<file path="config.mk">
export PLATFORM = sky130hd
export DESIGN_NAME = nes_pad_reader
export DESIGN_NICKNAME = d
export VERILOG_FILES = /design/src/rtl/nes_pkg.sv /design/src/rtl/nes_shift_rx.sv /design/src/rtl/nes_pad_reader.sv
export SDC_FILE = /design/constraint.sdc
export NUM_CORES = 1
export LEC_CHECK = 0
export CAP_MARGIN = 25
export CORE_ASPECT_RATIO = 2
export CORE_MARGIN = 2
export CORE_UTILIZATION = 55
export CTS_BUF_LIST = sky130_fd_sc_hd__clkbuf_16
export DETAILED_ROUTE_END_ITERATION = 6
export PLACE_DENSITY = 0.8
export SYNTH_ARGS = -nofsm -noshare
export SYNTH_HDL_FRONTEND = slang
export SYNTH_SLANG_ARGS = --single-unit
</file>
<file path="constraint.sdc">
create_clock -name clk -period 2.2 [get_ports clk]
set_clock_uncertainty 0.05 [all_clocks]
set_input_delay 0.33 -clock clk [delete_from_list [all_inputs] [get_ports clk]]
set_output_delay 0.33 -clock clk [all_outputs]
set_load 0.01 [all_outputs]
</file>
<file path="src/rtl/nes_pkg.sv">
// rtl/nes_pkg.sv - shared state type and constants for the NES pad reader
package nes_pkg;

  typedef enum logic [2:0] {
    IDLE,
    LATCH,
    LOW,
    HIGH,
    DONE
  } nes_state_t;

  localparam int NES_BITS    = 8;
  localparam int NES_IDX_W   = 3;
  localparam int LATCH_TICKS = 2;

  // Bit positions of the buttons in buttons_p1/p2 (serial order of the pad)
  localparam int BTN_A      = 0;
  localparam int BTN_B      = 1;
  localparam int BTN_SELECT = 2;
  localparam int BTN_START  = 3;
  localparam int BTN_UP     = 4;
  localparam int BTN_DOWN   = 5;
  localparam int BTN_LEFT   = 6;
  localparam int BTN_RIGHT  = 7;

endpackage

</file>
<file path="src/rtl/nes_shift_rx.sv">
// rtl/nes_shift_rx.sv - per-pad serial receiver: 2-flop synchronizer, inverter, indexed capture register
module nes_shift_rx
  import nes_pkg::*;
(
  input  logic                 clk,
  input  logic                 reset_n,
  input  logic                 nes_data,
  input  logic                 sample_en,
  input  logic [NES_IDX_W-1:0] bit_idx,
  output logic [NES_BITS-1:0]  bits_next
);

  logic [1:0]          sync_q;
  logic [NES_BITS-1:0] bits_q;

  always_ff @(posedge clk) begin
    if (!reset_n) begin
      sync_q <= 2'b11;
    end else begin
      sync_q <= {sync_q[0], nes_data};
    end
  end

  // Exposed as next-state so the top can publish the final bit in the same edge it is sampled
  always_comb begin
    bits_next = bits_q;
    if (sample_en) begin
      bits_next[bit_idx] = ~sync_q[1];
    end
  end

  always_ff @(posedge clk) begin
    if (!reset_n) begin
      bits_q <= '0;
    end else begin
      bits_q <= bits_next;
    end
  end

endmodule

</file>
<file path="src/rtl/nes_pad_reader.sv">
// rtl/nes_pad_reader.sv - two-pad NES controller poller with periodic and on-demand reads
// Optional NES_EDGE_OUT_EN adds pressed_p1/p2 newly-pressed strobes in the DONE cycle.
module nes_pad_reader
  import nes_pkg::*;
#(
  parameter int TICK_CYCLES = 150,
  parameter int POLL_CYCLES = 416667
) (
  input  logic       clk,
  input  logic       reset_n,
  input  logic       poll_now,
  input  logic       nes_data_p1,
  input  logic       nes_data_p2,
  output logic       nes_latch,
  output logic       nes_clk,
  output logic [7:0] buttons_p1,
  output logic [7:0] buttons_p2,
  output logic       valid,
  output logic       busy
`ifdef NES_EDGE_OUT_EN
  ,
  output logic [7:0] pressed_p1,
  output logic [7:0] pressed_p2
`endif
);

  localparam int TKW = (TICK_CYCLES > 1) ? $clog2(TICK_CYCLES) : 1;
  localparam int PW  = (POLL_CYCLES > 1) ? $clog2(POLL_CYCLES) : 1;

  nes_state_t           state;
  logic [TKW-1:0]       tick;
  logic [PW-1:0]        poll_timer;
  logic [1:0]           latch_cnt;
  logic [NES_IDX_W-1:0] bit_idx;
  logic                 tick_last;
  logic                 poll_expired;
  logic                 trigger;
  logic                 sample_en;
  logic                 capture_done;
  logic [NES_BITS-1:0]  rx_next_p1;
  logic [NES_BITS-1:0]  rx_next_p2;

  assign tick_last    = (tick == TKW'(TICK_CYCLES - 1));
  assign poll_expired = (poll_timer == PW'(POLL_CYCLES - 1));
  assign trigger      = (state == IDLE) && (poll_expired || poll_now);
  assign sample_en    = (state == LOW) && tick_last;
  assign capture_done = sample_en && (bit_idx == NES_IDX_W'(NES_BITS - 1));

  // Free-running; restarted by any accepted trigger so polls stay a full period apart
  always_ff @(posedge clk) begin
    if (!reset_n || trigger || poll_expired) begin
      poll_timer <= '0;
    end else begin
      poll_timer <= poll_timer + PW'(1);
    end
  end

  always_ff @(posedge clk) begin
    if (!reset_n) begin
      state      <= IDLE;
      tick       <= '0;
      latch_cnt  <= '0;
      bit_idx    <= '0;
      nes_latch  <= 1'b0;
      nes_clk    <= 1'b0;
      buttons_p1 <= '0;
      buttons_p2 <= '0;
      valid      <= 1'b0;
      busy       <= 1'b0;
    end else begin
      valid <= 1'b0;
      tick  <= tick_last ? '0 : tick + TKW'(1);
      case (state)
        IDLE: begin
          if (trigger) begin
            state     <= LATCH;
            tick      <= '0;
            latch_cnt <= '0;
            nes_latch <= 1'b1;
            busy      <= 1'b1;
          end
        end
        LATCH: begin
          if (tick_last) begin
            if (latch_cnt == 2'(LATCH_TICKS - 1)) begin
              state     <= LOW;
              nes_latch <= 1'b0;
              bit_idx   <= '0;
            end else begin
              latch_cnt <= latch_cnt + 2'd1;
            end
          end
        end
        LOW: begin
          if (capture_done) begin
            state      <= DONE;
            buttons_p1 <= rx_next_p1;
            buttons_p2 <= rx_next_p2;
            valid      <= 1'b1;
          end else if (tick_last) begin
            state   <= HIGH;
            nes_clk <= 1'b1;
          end
        end
        HIGH: begin
          if (tick_last) begin
            state   <= LOW;
            nes_clk <= 1'b0;
            bit_idx <= bit_idx + NES_IDX_W'(1);
          end
        end
        DONE: begin
          state <= IDLE;
          tick  <= '0;
          busy  <= 1'b0;
        end
        default: begin
          state     <= IDLE;
          nes_latch <= 1'b0;
          nes_clk   <= 1'b0;
          busy      <= 1'b0;
        end
      endcase
    end
  end

  nes_shift_rx u_rx_p1 (
    .clk       (clk),
    .reset_n   (reset_n),
    .nes_data  (nes_data_p1),
    .sample_en (sample_en),
    .bit_idx   (bit_idx),
    .bits_next (rx_next_p1)
  );

  nes_shift_rx u_rx_p2 (
    .clk       (clk),
    .reset_n   (reset_n),
    .nes_data  (nes_data_p2),
    .sample_en (sample_en),
    .bit_idx   (bit_idx),
    .bits_next (rx_next_p2)
  );

`ifdef NES_EDGE_OUT_EN
  // Compared against the buttons still held from the previous poll
  always_ff @(posedge clk) begin
    if (!reset_n) begin
      pressed_p1 <= '0;
      pressed_p2 <= '0;
    end else if (capture_done) begin
      pressed_p1 <= rx_next_p1 & ~buttons_p1;
      pressed_p2 <= rx_next_p2 & ~buttons_p2;
    end else begin
      pressed_p1 <= '0;
      pressed_p2 <= '0;
    end
  end
`endif

endmodule

</file>
==> run_results.csv <==
group,metric,value,unit
critical_path,crit_arrival,2.33,ns
logic_synthesis,syn-cell-area,3220,um^2
clocking,clock_latency,0.34,ns
clocking,clk_pin_slew,0.06,ns
clocking,cts-root-buf,"clkbuf_16",
pwr,swShare,0.222,
logic_synthesis,ys_seq_area_frac,0.466,
pwr,combPwrFrac,0.040,
pwr,finalPower,2.97,mW
grt,grt_pass1_vias,2682,
min_path,holdCritPathClass,"flop to flop",
logic_synthesis,yosysWarnings,0,
timing,rsz0062_at_grt,"true",
pwr,power.leakage,1.53,nW
logic_synthesis,ys_types,45,
route,wl_met3,278,um
clocking,htree_levels,3,
timing,worst_slew_pin_slew,0.611,ns
route,drt_iter0_drc,91,
logic_synthesis,synthMostInstantiatedCell,"dfxtp_1",
floorplan,ioPinCount,25,
floorplan,die_h,112,um
logic_synthesis,synth_edf_count,0,
route,maxUsedRoutingLayer,"met4",
critical_path,start_kind,"flop",
pwr,pwr-share-seq,0.468,
grt,grt_pass1_wl,12100,um
critical_path,crit_family,"simple AND/OR/NAND/NOR gates",
timing,max_slew_margin,0.582,
floorplan,fp.coreArea,5710,um^2
logic_synthesis,syn_area_per_cell,9.24,um^2
grt,track_usage,0.246,
critical_path,max_stage_delay,0.55,ns
logic_synthesis,netlist_top_cells_area,"dfxtp_1 47%, mux2i_1 6.5%, nor2_1 4.9%, xnor2_1 4.1%, a21oi_1 3.3%",
timing,finalSetupViolCount,0,
final_layout,fin_util,0.681,
logic_synthesis,ys.flop_type,"dfxtp_1",
route,num_vias,2653,
final_layout,design_area,3890,um^2
clocking,cts_buffers,9,
critical_path,endpoint_kind,"flop",
pwr,clkPwrFrac,0.493,
critical_path,path_cells,"or4b_1, or4_4, o41ai_4, buf_6, nor3_1",
route,drt-met1-wl,2720,um
pwr,peakVddDrop,0.808,mV
clocking,clock-sinks,75,
logic_synthesis,synth_cells,349,
route,wire_per_inst,16.4,um
grt,antenna_found_initial,0,
timing,hold_viol,0,
route,vias_per_cell,5.95,
logic_synthesis,synth_seq_cells,75,
timing,period_minus_slack,2.16,ns
timing,min_period_over_period,0.982,
flow_run,cap_violations,0,
timing,drv_slew,0,
final_layout,fin_nets,392,
clocking,holdBufCountCts,0,
grt,grt_max_degree,33,
pwr,p_int,2.31,mW
route,drc_errors,0,
placement,pre_cts_slack,0.0805,ns
logic_synthesis,yosys.area.top_type,"dfxtp_1",
pwr,powerDensity,763,nW/um^2
critical_path,cp.buffers_inverters,1,
logic_synthesis,synth_top_area_frac,0.466,
clocking,clock_path_buffers,2,
grt,grt.overflow.total,0,
route,dr.pass1.iters,5,
placement,dpl-instance-area,3570,um^2
timing,holdWs,0.365,ns
final_layout,diodes,0,
placement,gp_congestion,0.867,
floorplan,start_util,0.565,
pwr,p_switching,659,uW
clocking,cts_tree,"done",
final_layout,fillCellCount,460,
floorplan,die_w,58.1,um
status,status,"complete, no violations",
floorplan,fp-row-count,39,
route,antenna_left,0,
critical_path,crit_path_top_delay_cell,"or4_4",
final_layout,synthToLayoutAreaGrowth,20.7,%
critical_path,cp_max_fo,8,
placement,port_buffers,24,
floorplan,fp.dieArea,6530,um^2
timing,max_freq,463,MHz
critical_path,path_class,"flop to flop",
logic_synthesis,syn_nets,361,
placement,dpl.hpwl,4960,um
logic_synthesis,async_reset_ff_frac,0,
logic_synthesis,yosys-top-cells-count,"75 x dfxtp_1, 42 x nor2_1, 21 x a21oi_1, 21 x mux2i_1, 21 x o21ai_0",
timing,setup_slack,0.0388,ns
route,wl_met2,4090,um
route,routed_wl,7290,um
critical_path,required,2.37,ns
final_layout,drive_gt1_frac,0.104,
-- through the flow --
| stage | instances | setup TNS [ns] |
|---|---|---|
| after CTS | 445 | 0 |
| after detailed placement | 429 | 0 |
| final | 446 | 0 |
| after global routing | 446 | -0.000410 |
| after floorplan | 349 | 0 |
| after global placement | 429 | 0 |
-- registers in the layout (all words and copies together) (netlist names), 2 cells and up --
name / cells
buttons_p2: 8
u_rx_p2.bits_q: 8
tick: 8
poll_timer: 19
u_rx_p1.bits_q: 8
bit_idx: 3
state: 3
latch_cnt: 2
u_rx_p1.sync_q: 2
u_rx_p2.sync_q: 2
buttons_p1: 8
-- layout by cell type (no fill, tap or decap), types with 3 or more instances in the layout --
master	synthesis	layout
a31oi_1	3	3
nor2_1	42	42
buf_4	0	12
nand4_1	12	12
clkinv_4	0	3
nor3b_1	6	6
or3_1	5	5
clkbuf_16	0	9
nor4b_1	3	3
xnor2_1	15	15
nand2b_1	5	5
nor4_1	4	4
mux2i_1	21	21
inv_1	11	11
nand2_1	10	10
nand3b_1	3	3
clkdlybuf4s50_1	0	24
and3_1	5	5
o21ai_0	21	21
dfxtp_1	75	73
nand3_1	11	11
a21oi_1	21	21
ha_1	7	7
and4b_1	3	3
xor2_1	5	5
nor3_1	15	15
and3b_1	3	3
and2_1	5	5
-- power by group through the flow --
stage	sequential [mW]	clock, mW	combinational, mW
2_1_floorplan	1.42	0	0.0689
3_3_place_gp	1.42	0	0.110
3_5_place_dp	1.42	0	0.113
4_1_cts	1.39	1.48	0.115
5_1_grt	1.39	1.54	0.127
6_report	1.39	1.46	0.117
-- area by class of cell --
cell class | count | area [um^2] | share of cell area
Multi-Input combinational cell | 245 | 1610 | 0.413
Sequential cell | 75 | 1500 | 0.387
Inverter | 11 | 41.3 | 0.0106
Tap cell | 61 | 76.3 | 0.0196
Clock inverter | 7 | 76.3 | 0.0196
Timing Repair Buffer | 38 | 362 | 0.0930
Clock buffer | 9 | 225 | 0.0579
-- per-layer routing --
layer / vias up / global-route usage
met3: 20 / 0.0438
met5: - / 0
met1: 1274 / 0.245
met2: 62 / 0.445
met4: 0 / 0.157
li1: 1297 / -
-- worst register-to-register path: stages, from the launching register on --
cell	delay, ns
dfxtp_2	0.33
or4b_1	0.51
or4_4	0.55
o41ai_4	0.37
buf_6	0.17
nor3_1	0.05
-- timing repair --
item	4_1_cts	5_1_grt
resized for setup	0	3
hold endpoints to repair	0	0
buffers inserted	0	1
setup endpoints to repair	0	6
-- logic make-up after synthesis --
kind of cell    after synthesis  share of synthesized area
simple gates                139                      0.238
flops                        75                      0.466
compound gates               58                      0.114
buf+inv                      29                     0.0361
mux                          21                     0.0652
xor+xnor                     20                     0.0543
fa+ha+maj                     7                     0.0272
-- worst paths after layout --
| kind | endpoint | cells after the start | start | slack (ns) |
|---|---|---|---|---|
| max | tick[6] | 5 | poll_timer[13] | 0.04 |
| min | u_rx_p1.sync_q[1] | 1 | u_rx_p1.sync_q[0] | 0.36 |
| max reg2reg | tick[6] | 5 | poll_timer[13] | 0.04 |
| min reg2reg | u_rx_p1.sync_q[1] | 1 | u_rx_p1.sync_q[0] | 0.36 |
Power figures use the tool's default switching activity.
